<file path="src/rtl/fio_stream_buffer_pkg.sv">
// Shared constants for the fio stream buffer.
//   FIO_BYTE_W     : width of one stream byte
//   FIO_EMPTY_BYTE : value shown on fio_din while the RX FIFO holds nothing
package fio_stream_buffer_pkg;
   localparam int FIO_BYTE_W = 8;
   localparam logic [FIO_BYTE_W-1:0] FIO_EMPTY_BYTE = 8'hff;
endpackage

</file>
<file path="src/rtl/fio_byte_fifo.sv">
// Synchronous first-word-fall-through byte FIFO.
//   mclk, puc_rst : clock, synchronous active-high reset
//   push, din     : write din this cycle (caller guarantees !full or a same-cycle pop)
//   full          : occupancy == 2**AW
//   pop, dout     : dout is the head byte; pop advances it (caller guarantees !empty)
//   empty         : occupancy == 0
//   level         : registered occupancy 0..2**AW
module fio_byte_fifo
   import fio_stream_buffer_pkg::*;
#(
   parameter int AW = 4
) (
   input  logic                  mclk,
   input  logic                  puc_rst,
   input  logic                  push,
   input  logic [FIO_BYTE_W-1:0] din,
   output logic                  full,
   input  logic                  pop,
   output logic [FIO_BYTE_W-1:0] dout,
   output logic                  empty,
   output logic [AW:0]           level
);
   localparam int DEPTH = 1 << AW;
   localparam logic [AW:0] FULL_CNT = (AW+1)'(DEPTH);

   logic [FIO_BYTE_W-1:0] mem [DEPTH];
   logic [AW-1:0]         wr_ptr;
   logic [AW-1:0]         rd_ptr;

   // Storage carries no reset; stale bytes are unreachable once the pointers clear.
   always_ff @(posedge mclk) begin
      if (push) begin
         mem[wr_ptr] <= din;
      end
   end

   always_ff @(posedge mclk) begin
      if (puc_rst) begin
         wr_ptr <= '0;
         rd_ptr <= '0;
         level  <= '0;
      end else begin
         if (push) wr_ptr <= wr_ptr + 1'b1;
         if (pop)  rd_ptr <= rd_ptr + 1'b1;
         case ({push, pop})
            2'b10:   level <= level + 1'b1;
            2'b01:   level <= level - 1'b1;
            default: level <= level;
         endcase
      end
   end

   // When full, wr_ptr == rd_ptr: a push+pop overwrites the slot being read,
   // which is safe because the head is sampled before the edge.
   assign dout  = mem[rd_ptr];
   assign full  = (level == FULL_CNT);
   assign empty = (level == '0);
endmodule

</file>
<file path="src/rtl/fio_stream_buffer.sv">
// Byte buffering between the host harness and the file I/O peripheral stream pins.
//   RX: host_rx_* push -> fio_din/fio_dready head, popped by fio_dnxt
//   TX: fio_dout/fio_dout_rdy push -> host_tx_data/host_tx_valid head, popped by host_tx_ready
//   rx_level/tx_level : registered occupancies
//   rx_unf/tx_ovf     : sticky error flags, cleared by err_clr (a new error wins)
module fio_stream_buffer
   import fio_stream_buffer_pkg::*;
#(
   parameter int RX_AW = 4,
   parameter int TX_AW = 4
) (
   input  logic                  mclk,
   input  logic                  puc_rst,
   input  logic [FIO_BYTE_W-1:0] host_rx_data,
   input  logic                  host_rx_valid,
   output logic                  host_rx_ready,
   output logic [FIO_BYTE_W-1:0] fio_din,
   output logic                  fio_dready,
   input  logic                  fio_dnxt,
   input  logic [FIO_BYTE_W-1:0] fio_dout,
   input  logic                  fio_dout_rdy,
   output logic [FIO_BYTE_W-1:0] host_tx_data,
   output logic                  host_tx_valid,
   input  logic                  host_tx_ready,
   output logic [RX_AW:0]        rx_level,
   output logic [TX_AW:0]        tx_level,
   output logic                  rx_unf,
   output logic                  tx_ovf,
   input  logic                  err_clr
);
   logic                  rx_full, rx_empty, rx_push, rx_pop;
   logic                  tx_full, tx_empty, tx_push, tx_pop;
   logic [FIO_BYTE_W-1:0] rx_head;
   logic                  rx_unf_set, tx_ovf_set;

   // RX never accepts into a full FIFO, even with a same-cycle pop, so
   // host_rx_ready depends on registered state only.
   assign rx_push    = host_rx_valid & ~rx_full;
   assign rx_pop     = fio_dnxt & ~rx_empty;
   assign rx_unf_set = fio_dnxt & rx_empty;

   // TX accepts into a full FIFO when the harness drains in the same cycle.
   assign tx_pop     = host_tx_ready & ~tx_empty;
   assign tx_push    = fio_dout_rdy & (~tx_full | tx_pop);
   assign tx_ovf_set = fio_dout_rdy & tx_full & ~host_tx_ready;

   fio_byte_fifo #(.AW(RX_AW)) u_rx_fifo (
      .mclk    (mclk),
      .puc_rst (puc_rst),
      .push    (rx_push),
      .din     (host_rx_data),
      .full    (rx_full),
      .pop     (rx_pop),
      .dout    (rx_head),
      .empty   (rx_empty),
      .level   (rx_level)
   );

   fio_byte_fifo #(.AW(TX_AW)) u_tx_fifo (
      .mclk    (mclk),
      .puc_rst (puc_rst),
      .push    (tx_push),
      .din     (fio_dout),
      .full    (tx_full),
      .pop     (tx_pop),
      .dout    (host_tx_data),
      .empty   (tx_empty),
      .level   (tx_level)
   );

   always_ff @(posedge mclk) begin
      if (puc_rst) begin
         rx_unf <= 1'b0;
         tx_ovf <= 1'b0;
      end else begin
         if (rx_unf_set)   rx_unf <= 1'b1;
         else if (err_clr) rx_unf <= 1'b0;
         if (tx_ovf_set)   tx_ovf <= 1'b1;
         else if (err_clr) tx_ovf <= 1'b0;
      end
   end

   assign host_rx_ready = ~rx_full;
   assign fio_dready    = ~rx_empty;
   assign fio_din       = rx_empty ? FIO_EMPTY_BYTE : rx_head;
   assign host_tx_valid = ~tx_empty;
endmodule

</file>
<file path="config.mk">
export PLATFORM = sky130hd
export DESIGN_NAME = fio_stream_buffer
export DESIGN_NICKNAME = d
export VERILOG_FILES = /design/src/rtl/fio_stream_buffer_pkg.sv /design/src/rtl/fio_byte_fifo.sv /design/src/rtl/fio_stream_buffer.sv
export SDC_FILE = /design/constraint.sdc
export NUM_CORES = 1
export LEC_CHECK = 0
export BUFFER_PORTS_ARGS = -buffer_cell sky130_fd_sc_hd__buf_4
export CAP_MARGIN = 10
export CELL_PAD_IN_SITES_DETAIL_PLACEMENT = 0
export CELL_PAD_IN_SITES_GLOBAL_PLACEMENT = 2
export CORE_UTILIZATION = 45
export CTS_CLUSTER_SIZE = 24
export DETAILED_ROUTE_END_ITERATION = 16
export PLACE_DENSITY = 0.76
export RECOVER_POWER = 100
export SLEW_MARGIN = 10
export SYNTH_ARGS = -nofsm -noshare
export SYNTH_HDL_FRONTEND = slang
export SYNTH_SLANG_ARGS = --single-unit
</file>
<file path="constraint.sdc">
create_clock -name mclk -period 9.1 [get_ports mclk]
set_input_delay 0.91 -clock mclk [delete_from_list [all_inputs] [get_ports mclk]]
set_output_delay 0.91 -clock mclk [all_outputs]
set_load 0.01 [all_outputs]
</file>
After elaboration in Yosys (flattened, before gate mapping)
Memories as Yosys holds them, arrays and structs flattened. A register that Yosys moved wholly into a read port is not among the register bits.
Cells that the tools add are included.
W data, S select, Z words.
{ "classes": {"n_addsub": 8, "n_eq_ne": 6, "muxes": 14, "bitwise": 13, "n_reduce_logical": 6} }
{ "ops": {"columns": ["op", "n"], "rows": [
  ["$pmux W5 S2", 2],
  ["$add A4 B1 Y4 const B", 4],
  ["$mux W4", 4],
  ["$add A5 B1 Y5 const B", 2],
  ["$eq A5 B5 Y1 const B", 2],
  ["$logic_not A5 Y1", 2],
  ["$sub A5 B1 Y5 const B", 2],
  ["$mux W8", 1],
  ["$reduce_bool A2 Y1", 4],
  ["$and A1 B1 Y1", 7],
  ["$mux W1", 7],
  ["$not A1 Y1", 5],
  ["$eq A2 B1 Y1 const B", 2],
  ["$eq A2 B2 Y1 const B", 2],
  ["$or A1 B1 Y1", 1]
]} }
{ "totals": {"reg_bits": 28, "ram_bits": 256, "input_bits": 23, "word_cells": 57, "mem_count": 2} }
{ "mem_list": {"columns": ["name", "words", "width", "read_ports", "rd_ports_with_merged_regs", "wr", "line", "source"], "rows": [
  ["u_rx_fifo.mem", 16, 8, 1, 1, 1, "fio_byte_fifo.sv:26", "logic [FIO_BYTE_W-1:0] mem [DEPTH];"],
  ["u_tx_fifo.mem", 16, 8, 1, 1, 1, "fio_byte_fifo.sv:26", null]
]} }

Depth between registers and ports, before layout
{ "depth": {"ltp_word": 7, "ltp_mapped": 14, "mapped_depth_nobuf": 11} }

Hierarchy
From an unflattened synthesis, not the netlist that was laid out.
{ "hier_totals": {"cells_unflattened": 651, "area_unflattened_um2": 11797.6} }
{ "by_module_without_submodules": {"columns": ["mod", "n_inst", "cells_per_inst", "area_per_inst_um2", "seq_area_each_um2"], "rows": [
  ["fio_byte_fifo", 2, 313, 5808.1, 4184.0],
  ["fio_stream_buffer", 1, 25, 181.4, 40.0]
]} }

Worst setup path after synthesis
OpenSTA, ideal clock, no wires.
{ "synth_timing": {"kind": "in2reg", "from": "in host_rx_valid", "to": "reg u_rx_fifo.level[4]", "setup_time_ps": 123, "arrival_ps": 2868, "t_required_ps": 8977, "setup_slack_ps": 6109, "cell_stages": 8, "n_path_buf": 0, "path_cell_list": "a21boi_1 inv_1 ha_1 fa_1 a21o_1 a21oi_1 mux2i_1 mux2_1"} }
{ "synth_between": {"elab_chain_len": 3, "elab_cells_between_ends": 5} }
{ "synth_lines": {"columns": ["item", "line", "source"], "rows": [
  ["start, declared", "fio_stream_buffer.sv:15", "input logic host_rx_valid,"],
  ["$and A1 B1 Y1 (*)", "fio_stream_buffer.sv:38", "assign rx_push = host_rx_valid & ~rx_full;"],
  ["$eq A2 B1 Y1 or $eq A2 B2 Y1 (tied branches)", "fio_byte_fifo.sv:45", "case ({push, pop})"],
  ["$pmux W5 S2 or $reduce_bool A2 Y1 (tied branches)", null, null],
  ["end signal, assigned", "fio_byte_fifo.sv:46", "2'b10: level <= level + 1'b1;"],
  ["end signal, assigned", "fio_byte_fifo.sv:47", "2'b01: level <= level - 1'b1;"],
  ["end signal, assigned", "fio_byte_fifo.sv:48", "default: level <= level;"],
  ["end, declared", "fio_byte_fifo.sv:21", "output logic [AW:0] level"]
]} }
Every way passes the cells marked *; elsewhere a longest branch is shown, timed or not.
A chain may end at the register's enable or synchronous reset.

==> out/metrics.csv <==
metric,value,unit
run_status,finished with violations,
violations,"max-capacitance violations, max-slew violations",
numCtsBuffers,30,
clock-sinks,292,
dieWidth,164,um
syn_to_final_growth,12.0,%
fin_ws,4030,ps
grt_pass1_vias,6075,
rows,58,
fin_crit,5070,ps
drc,0,
async_reset_ff_frac,0,
skew,9.42,ps
cts_hold_buf,0,
synth-edff-count,256,
yosys_warnings,0,
dieHeight,164,um
cp.arrival,4160,ps
sw_frac_of_total,0.279,
post-cts-setup-buffer-count,0,
ys.flop_type,edfxtp_1,
r2r-end,u_tx_fifo.level[4],
dpl.hpwl,14300,um
antennaDiodeCount,0,
htree_levels,1,
tightest_slew,2730,ps
min_path_cells,2,
dieArea,0.0269,mm2
mappedNetlistNets,684,
intPower,2.57,mW
peakVddDrop,0.000172,V
ys_types,54,
fin_cells,1052,
nNetsFinal,741,
post-place-ws,5780,ps
switching_power,995,uW
gp_congestion,0.740,
totalWireLength,23200,um
grt_max_degree,41,
netlist_instances,642,
crit_chain,clkbuf_1 > mux4_2 > mux4_2 > clkbuf_1,
detail-route-antenna-nets,0,
synthTopCellsByCount,"edfxtp_1, mux4_2, nor2_1",
fin_area,0.0132,mm2
hold_viol,0,
coreArea,0.0255,mm2
drt_iter0_drc,370,
synth_seq_area_share,0.712,
syn_area,0.0118,mm2
clk_latency,540,ps
antenna_found_initial,0,
port_buffers,53,
cts_max_path_buffers,3,
via_per_inst,5.51,
routedWlPerCell,22.0,um
start_kind,flip-flop,
combPwrFrac,0.234,
firstDrtPassIters,5,
finalSetupViolations,0,
r2r_start,u_tx_fifo.level[2],
rsz0062_at_grt,false,
ys_top_cells_by_area,"edfxtp_1, mux4_2, dfxtp_1",
dp.cells,997,
vias,5799,
ys_seq_elements,292,
nFillCells,2058,
grt-ovfl-total,0,
crit_required,8190,ps
clk_pin_slew,60,ps
max_freq,197,MHz
syn_avg_cell_area,18.4,um2
power_frac_clock,0.325,
hold_path_end,u_tx_fifo.rd_ptr[3],
start_util,0.464,
cap_violations,1,
root_buffer,clkbuf_16,
min_from,u_tx_fifo.rd_ptr[3],
drive_above_1_share,0.179,
slew_headroom,-0.820,
endpoint_kind,output pin,
hold_ws,534,ps
power.total,3.57,mW
setup_tns,0,ps
place_area,0.0125,mm2
final_util,0.519,
crit_fanout,32,
fin_crit_sh,0.557,
cts_tree,done,
leakage,4.28,nW
hp-class,reg2reg,
synth_top_cell_area_share,0.651,
ff2ff_setup_slack,5720,ps
slew_viol_final,33,
r2r_cells,11,
synth_top_cell_by_area,edfxtp_1,
synth_most_common_cell,edfxtp_1,
critPathSlowestCell,clkbuf_1,
grt_usage,0.178,
io_pins,54,
critPathKind,reg2out,
slowest_delay,1920,ps
p_per_area,270,mW/mm2
grt_pass1_wl,35100,um
post_cts_resized,0,
power_frac_seq,0.441,
## logic make-up after synthesis
group	after synthesis	synth area share
compound gates	56	0.0319
xor+xnor	18	0.0133
fa+ha+maj	19	0.0208
buf+inv	48	0.0206
flops	292	0.712
mux	96	0.149
simple gates	113	0.0523
## worst max-delay path, delay by kind of cell, from the launching register on
kind	cells	cell delay, ps
buf+inv	2	2070
flops	1	310
mux	2	1220
## sequential cells by signal, indices dropped and copies added (netlist names), named ones only
signal and count:
u_rx_fifo.mem 128, u_tx_fifo.mem 128, u_rx_fifo.level 5, u_tx_fifo.level 5
u_rx_fifo.rd_ptr 4, u_rx_fifo.wr_ptr 4, u_tx_fifo.rd_ptr 4, u_tx_fifo.wr_ptr 4
rx_unf 1, tx_ovf 1
## worst max path at each step
stage / start / endpoint / slack (ps) / cells past startpoint
after global placement: host_rx_valid / u_rx_fifo.level[4] / 5850 / 9
after global routing: flip-flop / host_tx_data[3] / 3580 / 4
after floorplan: host_rx_valid / u_rx_fifo.level[4] / 6110 / 8
final: flip-flop / host_tx_data[1] / 4030 / 4
after CTS: flip-flop / fio_din[5] / 5430 / 6
after detailed placement: host_rx_valid / u_rx_fifo.level[4] / 5780 / 9
## power groups by stage
| stage | registers (mW) | clock network, mW | logic (mW) |
|---|---|---|---|
| 6_report | 1.58 | 1.16 | 0.834 |
| 5_1_grt | 1.58 | 1.24 | 0.918 |
| 4_1_cts | 1.58 | 1.19 | 0.910 |
| 2_1_floorplan | 1.59 | 0 | 0.643 |
| 3_5_place_dp | 1.61 | 0 | 0.906 |
| 3_3_place_gp | 1.60 | 0 | 0.897 |
## cell usage in the layout, fill, tap and decap left out, types with 8 or more instances in the layout
| cell | n |
|---|---|
| nor2_1 | 46 |
| mux2i_1 | 31 |
| mux4_2 | 64 |
| buf_4 | 19 |
| nand2b_1 | 13 |
| and3_1 | 8 |
| a31oi_1 | 9 |
| clkbuf_16 | 31 |
| and2_0 | 8 |
| clkbuf_1 | 50 |
| o21ai_0 | 11 |
| o211ai_1 | 8 |
| a21oi_1 | 9 |
| a22oi_1 | 8 |
| xor2_1 | 15 |
| dfxtp_1 | 34 |
| ha_1 | 18 |
| inv_1 | 9 |
| nand2_1 | 9 |
| edfxtp_1 | 256 |
## layer usage
metal	vias to the layer above	part of all wire	track usage
li1	2654	-	-
met3	22	0.037	0.0232
met2	105	0.49	0.290
met1	3018	0.46	0.256
met4	0	0.012	0.0391
met5	-	0	0
## final cells by class
cell class | count | area [um2] | share of cell area
clock buffer | 38 | 802 | 0.0606
clock inverter | 17 | 133 | 0.0100
inverter | 11 | 42.5 | 0.00322
multi-input combinational | 302 | 3130 | 0.236
sequential | 292 | 8410 | 0.636
tap | 330 | 413 | 0.0312
timing repair buffer | 62 | 304 | 0.0230
No activity file was read; power rests on OpenSTA's default activity.
